==> src/rtl/parity_pipe_arbiter.sv <==
// parity_pipe_arbiter
// Two-requester round-robin arbiter feeding a 3-stage pipeline:
//   S1 captures the granted byte and its requester id,
//   S2 adds the addend (modulo 256),
//   S3 registers the sum, its even-XOR parity and the id.
// A result waiting in S3 that the consumer does not take stalls every stage.
// Optional feature macro: PARITY_PIPE_ARBITER_CFG_ADDEND_EN
//   defined   -> run-time writable addend (resets to 0x55) with cfg_we,
//                cfg_addend and a one-cycle cfg_err pulse for rejected writes
//   undefined -> fixed addend 0x55, no configuration ports
module parity_pipe_arbiter (
  input  logic       clk,
  input  logic       rst,
  input  logic       req0_valid,
  input  logic       req1_valid,
  input  logic [7:0] req0_data,
  input  logic [7:0] req1_data,
  output logic       req0_ready,
  output logic       req1_ready,
  output logic       res_valid,
  input  logic       res_ready,
  output logic [7:0] res_sum,
  output logic       res_parity,
  output logic       res_id,
  output logic       busy
`ifdef PARITY_PIPE_ARBITER_CFG_ADDEND_EN
  ,
  input  logic       cfg_we,
  input  logic [7:0] cfg_addend,
  output logic       cfg_err
`endif
);

  localparam logic [7:0] DEFAULT_ADDEND = 8'h55;

  // XOR reduction of a result byte
  function automatic logic parity8(input logic [7:0] value);
    return ^value;
  endfunction

  logic       s1_valid_r;
  logic [7:0] s1_data_r;
  logic       s1_id_r;
  logic       s2_valid_r;
  logic [7:0] s2_sum_r;
  logic       s2_id_r;
  logic       s3_valid_r;
  logic [7:0] s3_sum_r;
  logic       s3_parity_r;
  logic       s3_id_r;
  logic       last_grant_r;

  logic       stall_s;
  logic       grant0_s;
  logic       grant1_s;
  logic       accept_s;
  logic [7:0] acc_data_s;
  logic       acc_id_s;
  logic       busy_s;
  logic [7:0] addend_s;

  assign stall_s  = s3_valid_r & ~res_ready;
  assign busy_s   = s1_valid_r | s2_valid_r | s3_valid_r;
  // A grant is only ever issued to a valid requester, so a grant is an accept.
  assign accept_s = grant0_s | grant1_s;

  // Round-robin grant: a lone requester wins; on contention the one not last granted wins.
  always_comb begin
    grant0_s = 1'b0;
    grant1_s = 1'b0;
    if (!rst || stall_s) begin
      grant0_s = 1'b0;
      grant1_s = 1'b0;
    end else begin
      case ({req1_valid, req0_valid})
        2'b01:   grant0_s = 1'b1;
        2'b10:   grant1_s = 1'b1;
        2'b11: begin
          if (last_grant_r) begin
            grant0_s = 1'b1;
          end else begin
            grant1_s = 1'b1;
          end
        end
        default: begin
          grant0_s = 1'b0;
          grant1_s = 1'b0;
        end
      endcase
    end
  end

  // Select payload and id of the granted requester for S1.
  always_comb begin
    acc_data_s = 8'h00;
    acc_id_s   = 1'b0;
    if (grant1_s) begin
      acc_data_s = req1_data;
      acc_id_s   = 1'b1;
    end else begin
      acc_data_s = req0_data;
      acc_id_s   = 1'b0;
    end
  end

  // Last-grant pointer; reset value makes req0 win the first contention.
  always_ff @(posedge clk or negedge rst) begin
    if (!rst) begin
      last_grant_r <= 1'b1;
    end else if (accept_s) begin
      last_grant_r <= grant1_s;
    end
  end

  // Three pipeline stages advancing together whenever the output is not stalled.
  always_ff @(posedge clk or negedge rst) begin
    if (!rst) begin
      s1_valid_r  <= 1'b0;
      s1_data_r   <= 8'h00;
      s1_id_r     <= 1'b0;
      s2_valid_r  <= 1'b0;
      s2_sum_r    <= 8'h00;
      s2_id_r     <= 1'b0;
      s3_valid_r  <= 1'b0;
      s3_sum_r    <= 8'h00;
      s3_parity_r <= 1'b0;
      s3_id_r     <= 1'b0;
    end else if (!stall_s) begin
      s1_valid_r  <= accept_s;
      s1_data_r   <= acc_data_s;
      s1_id_r     <= acc_id_s;
      s2_valid_r  <= s1_valid_r;
      s2_sum_r    <= s1_data_r + addend_s;
      s2_id_r     <= s1_id_r;
      s3_valid_r  <= s2_valid_r;
      s3_sum_r    <= s2_sum_r;
      s3_parity_r <= parity8(s2_sum_r);
      s3_id_r     <= s2_id_r;
    end
  end

`ifdef PARITY_PIPE_ARBITER_CFG_ADDEND_EN
  logic [7:0] addend_r;
  logic       cfg_err_r;

  // Addend register: writes land only while the pipeline is empty and nothing
  // is being accepted, so every in-flight item uses one consistent addend.
  always_ff @(posedge clk or negedge rst) begin
    if (!rst) begin
      addend_r  <= DEFAULT_ADDEND;
      cfg_err_r <= 1'b0;
    end else begin
      cfg_err_r <= 1'b0;
      if (cfg_we) begin
        if (busy_s || accept_s) begin
          cfg_err_r <= 1'b1;
        end else begin
          addend_r <= cfg_addend;
        end
      end
    end
  end

  assign addend_s = addend_r;
  assign cfg_err  = cfg_err_r;
`else
  assign addend_s = DEFAULT_ADDEND;
`endif

  assign req0_ready = grant0_s;
  assign req1_ready = grant1_s;
  assign res_valid  = s3_valid_r;
  assign res_sum    = s3_sum_r;
  assign res_parity = s3_parity_r;
  assign res_id     = s3_id_r;
  assign busy       = busy_s;

endmodule

==> config.mk <==
export PLATFORM = sky130hd
export DESIGN_NAME = parity_pipe_arbiter
export DESIGN_NICKNAME = d
export VERILOG_FILES = /design/src/rtl/parity_pipe_arbiter.sv
export SDC_FILE = /design/constraint.sdc
export NUM_CORES = 1
export LEC_CHECK = 0
export BUFFER_PORTS_ARGS = -buffer_cell sky130_fd_sc_hd__buf_2
export CORE_MARGIN = 3
export CORE_UTILIZATION = 56
export CTS_CLUSTER_DIAMETER = 100
export DETAILED_ROUTE_END_ITERATION = 6
export PLACE_DENSITY = 0.9
export SLEW_MARGIN = 20
export SYNTH_ARGS = -nofsm -noshare
export SYNTH_HDL_FRONTEND = slang
export SYNTH_SLANG_ARGS = --single-unit
==> constraint.sdc <==
create_clock -name clk -period 2.9 [get_ports clk]
set_clock_uncertainty 0.1 [all_clocks]
set_input_delay 0.145 -clock clk [delete_from_list [all_inputs] [get_ports clk]]
set_output_delay 0.145 -clock clk [all_outputs]
set_load 0.02 [all_outputs]
# Yosys cells after proc, flatten, opt, wreduce, memory -nomap -nowiden
# Index checks and enable logic that the tools add are counted.
op_classes:
  bitwise: 5
  n_mux: 8
  n_eq_ne: 3
  n_reduce_logical: 3
  addsub: 1
op_table:
  columns: ["operator", "n"]
  rows:
  - ["$add 8x7->8 const B", 1]
  - ["$mux 8", 1]
  - ["$reduce_xor 8->1", 1]
  - ["$mux 1", 5]
  - ["$eq 2x2->1 const B", 2]
  - ["$pmux 1 s2", 2]
  - ["$or 1x1->1", 3]
  - ["$eq 2x1->1 const B", 1]
  - ["$and 1x1->1", 1]
  - ["$logic_not 1->1", 1]
  - ["$logic_or 1x1->1", 1]
  - ["$not 1->1", 1]
word_totals:
  regBits: 32
  in_bits: 21

# Longest topological paths before layout
logic_depth:
  depth_word: 5
  depth_mapped: 6
  depth_no_buf: 5

# Worst setup path after synthesis
# OpenSTA, ideal clock, no wires.
synth_timing:
  kind: "register to output"
  from: "register s3_valid_r (netlist: res_valid)"
  to: "output req0_ready"
  slack_ns: 1.379
  t_arrival_ns: 1.276
  required_time_ns: 2.655
  path_stages_with_launch: 6
  path_cell_list: "dfrtp_1 -> nor2b_4 -> buf_6 -> nor2b_1 -> nand2_1 -> a21oi_1"
synth_between:
  elab_chain_len: 3
synth_lines:
  columns: ["item", "line_no", "rtl"]
  rows:
  - ["start, declared", "47", "logic s3_valid_r;"]
  - ["start signal, assigned", "135", "s3_valid_r <= s2_valid_r;"]
  - ["$and 1x1->1", "62", "assign stall_s = s3_valid_r & ~res_ready;"]
  - ["$logic_or 1x1->1", "71", "if (!rst || stall_s) begin"]
  - ["$mux 1", "71", null]
  - ["end, declared", "18", "output logic req0_ready,"]
# No other way between the ends.

# Final worst setup path
layout_timing:
  from: "register s3_valid_r (netlist: res_valid)"
  to: "register s1_data_r[3]"
layout_between:
  elab_chain_len: 4
layout_lines:
  columns: ["item", "line_no", "rtl"]
  rows:
  - ["$and 1x1->1 (*)", "62", null]
  - ["$logic_or 1x1->1", "71", null]
  - ["$mux 1", "71", null]
  - ["$mux 8", "97", "if (grant1_s) begin"]
  - ["end signal, assigned", "130", "s1_data_r <= acc_data_s;"]
  - ["end, declared", "42", "logic [7:0] s1_data_r;"]
# Every way passes the cells marked *; elsewhere a longest branch is shown, timed or not.
# A chain may end at the register's enable or synchronous reset.

==> qor.csv <==
stage;metric;value;unit
placed_design;routabilityCongestion;0.7010;
synth;ys_seq_area_frac;0.5545;
clock_network;cts_tree;yes;
clock_network;htree_levels;2;
clock_network;clockBufferDepth;2;
layout;final_cell_mix;34 x buf_2, 31 x dfrtp_1, 24 x nand2_1;
layout;mostFrequentLayoutCell;buf_2;
sta;worst_pin_slew;713.1;ps
setup_path;worstSetupPathType;register to register;
synth;async_flop_share;1.000;
synth;synth_cell_types;27;
placed_design;dp_hpwl;1.994;mm
clock_network;cts_resized;0;
placed_design;port_buffers;34;
clock_network;clk_latency;320;ps
clock_network;cts_sinks;32;
grt;grt_pass1_vias;1224;
synth;syn_inst;126;
clock_network;cts_buffers;5;
layout;area_growth;31.31;%
power_and_ir_drop;ir_drop;680.8;µV
setup_path;worst_ep_arrival_time;2590;ps
status;status;finished, final reports clean;
setup_path;endpoint_kind;register;
synth;synth_nets;148;
die;die_area;3229;µm²
detailed_routing;vias;1120;
layout;fillers;134;
sta;min_period_over_period;0.8546;
die;die_y;56.82;µm
setup_path;start_kind;register;
grt;grt_antenna_before_repair;0;
synth;synth_seq_cells;32;
sta;slew_headroom;0.5236;
synth;synth-edff-count;0;
setup_path;required;3010;ps
clock_network;ctsHoldBuffers;19;
die;initial_core_util;0.6182;
sta;slew_viol_final;0;
detailed_routing;routed_wl;3.002;mm
power_and_ir_drop;p_per_area;1031;nW/µm²
placed_design;dp_slack;1088;ps
sta;clock.fmax;0.4035;GHz
setup_path;cp_cell_sequence;nor2b_4 -> and4b_1 -> a22oi_1 -> nand2_1 -> dlygate4sd3_1;
clock_network;postCtsSetupBuffers;0;
detailed_routing;drt_first_iter_violations;35;
die;io_pins;35;
clock_network;cts_root_buffer;clkbuf_4;
layout;drive_gt1_frac;0.3388;
sta;setup_viol;0;
synth;syn_avg_cell_area;11.48;µm²
setup_path;reg2reg_slack;420;ps
sta;timing_hold_violations_final;0;
layout;seqCellArea;802.0;µm²
die;core_area;2340;µm²
detailed_routing;vias_per_cell;5.308;
grt;grt_pass1_wl;5.388;mm
layout;final_util;0.8118;
sta;layout_setup_ws;421.5;ps
setup_path;path_max_fanout;36;
clock_network;path_clk_slew;100;ps
detailed_routing;dr.pass1.iters;4;
grt;grt_overflow_total;0;
synth;synth_ff_type;dfrtp_1;
power_and_ir_drop;leakagePower;0.9053;nW
sta;fin_crit;2478;ps
hold_path;min_path_type;input port to register;
grt;grt.total_usage;0.2139;
sta;rsz0062_at_grt;false;
sta;tns;0;ps
die;die_w;56.82;µm
synth;syn-cell-area;1446;µm²
setup_path;slowest_stage;nor2b_4;
flow_run;cap_violations;0;
synth;yosysWarnings;0;
setup_path;slowest_delay;620;ps
layout;insertedDiodeCount;0;
layout;final_net_count;204;
die;rows;17;
detailed_routing;drt-wirelength-per-cell;14.23;µm
detailed_routing;ant_nets;0;
detailed_routing;drc;0;
grt;grt_max_degree;37;
layout;multi_input_area;599.3;µm²
power breakdown:
| group | switching, W | leakage, nW | internal, W |
|---|---|---|---|
| combinational | 0.000404 | 0.481 | 0.000443 |
| clock | 0.000151 | 0.0412 | 0.000180 |
| sequential | 0.000143 | 0.383 | 0.000638 |
path summary, 6_finish.rpt:
| check | depth (start not counted) | from | end |
|---|---|---|---|
| setup / recovery | 5 | res_valid | s1_data_r[3] |
| hold / removal | 3 | req1_valid | s1_valid_r |
| setup reg to reg | 5 | res_valid | s1_data_r[3] |
| hold reg to reg | 1 | s1_id_r | s1_id_r |
| max in group asynchronous | 3 | rst | res_sum[5] |
| min in group asynchronous | 2 | rst | s1_data_r[5] |
cell families after synthesis:
| group | Yosys count | synth area share |
|---|---|---|
| muxes | 14 | 0.1090 |
| and+or+nand+nor | 33 | 0.1107 |
| adders and majority gates | 1 | 0.008649 |
| xor gates and xnor gates | 12 | 0.07266 |
| buffers and inverters | 8 | 0.03114 |
| AOI/OAI and AO/OA | 26 | 0.1133 |
| DFF | 32 | 0.5545 |
cell type report:
type                            count  area share
Sequential cell                    32      0.4223
Multi-Input combinational cell     86      0.3155
Timing Repair Buffer               55      0.1976
Clock inverter                      3     0.02240
Clock buffer                        5     0.01976
Tap cell                           28     0.01845
Inverter                            2    0.003953
synthesized netlist by cell type (2+ instances only):
cell	n	area [µm²]
a21o_1	2	15.01
xor2_1	2	17.52
xnor2_1	10	87.58
dfrtp_1	31	775.7
a31oi_1	2	12.51
nand2_1	24	90.09
a22oi_1	8	60.06
a21oi_1	3	15.01
buf_2	3	15.01
o21ai_0	9	45.04
nor3b_1	2	15.01
inv_1	2	7.510
mux2_2	14	157.7
worst max-delay path: cells and delay by family, from the launching register on:
family	cells	cell delay (ps)
AOI/OAI and AO/OA	1	240
buffers and inverters	1	570
DFF	1	370
and+or+nand+nor	3	1100
metal layers:
layer | up-vias | global-route usage | wire length, µm
met2 | 44 | 0.3663 | 1490
met3 | 6 | 0.05977 | 210
met5 | - | 0 | 0
li1 | 550 | - | -
met4 | 0 | 0.07285 | 29
met1 | 520 | 0.2574 | 1271
stage by stage:
step	hold WS (ps)	instances	total power (W)	cell area, µm²
final	95.52	211	0.001959	1899
after global routing	125.8	211	0.002099	1899
after CTS	87.75	211	0.001968	1899
after detailed placement	-62.19	184	0.001577	1629
after global placement	-65.03	184	0.001513	1629
after floorplan	-250.6	126	0.001366	1446
Power figures use the tool's default switching activity.
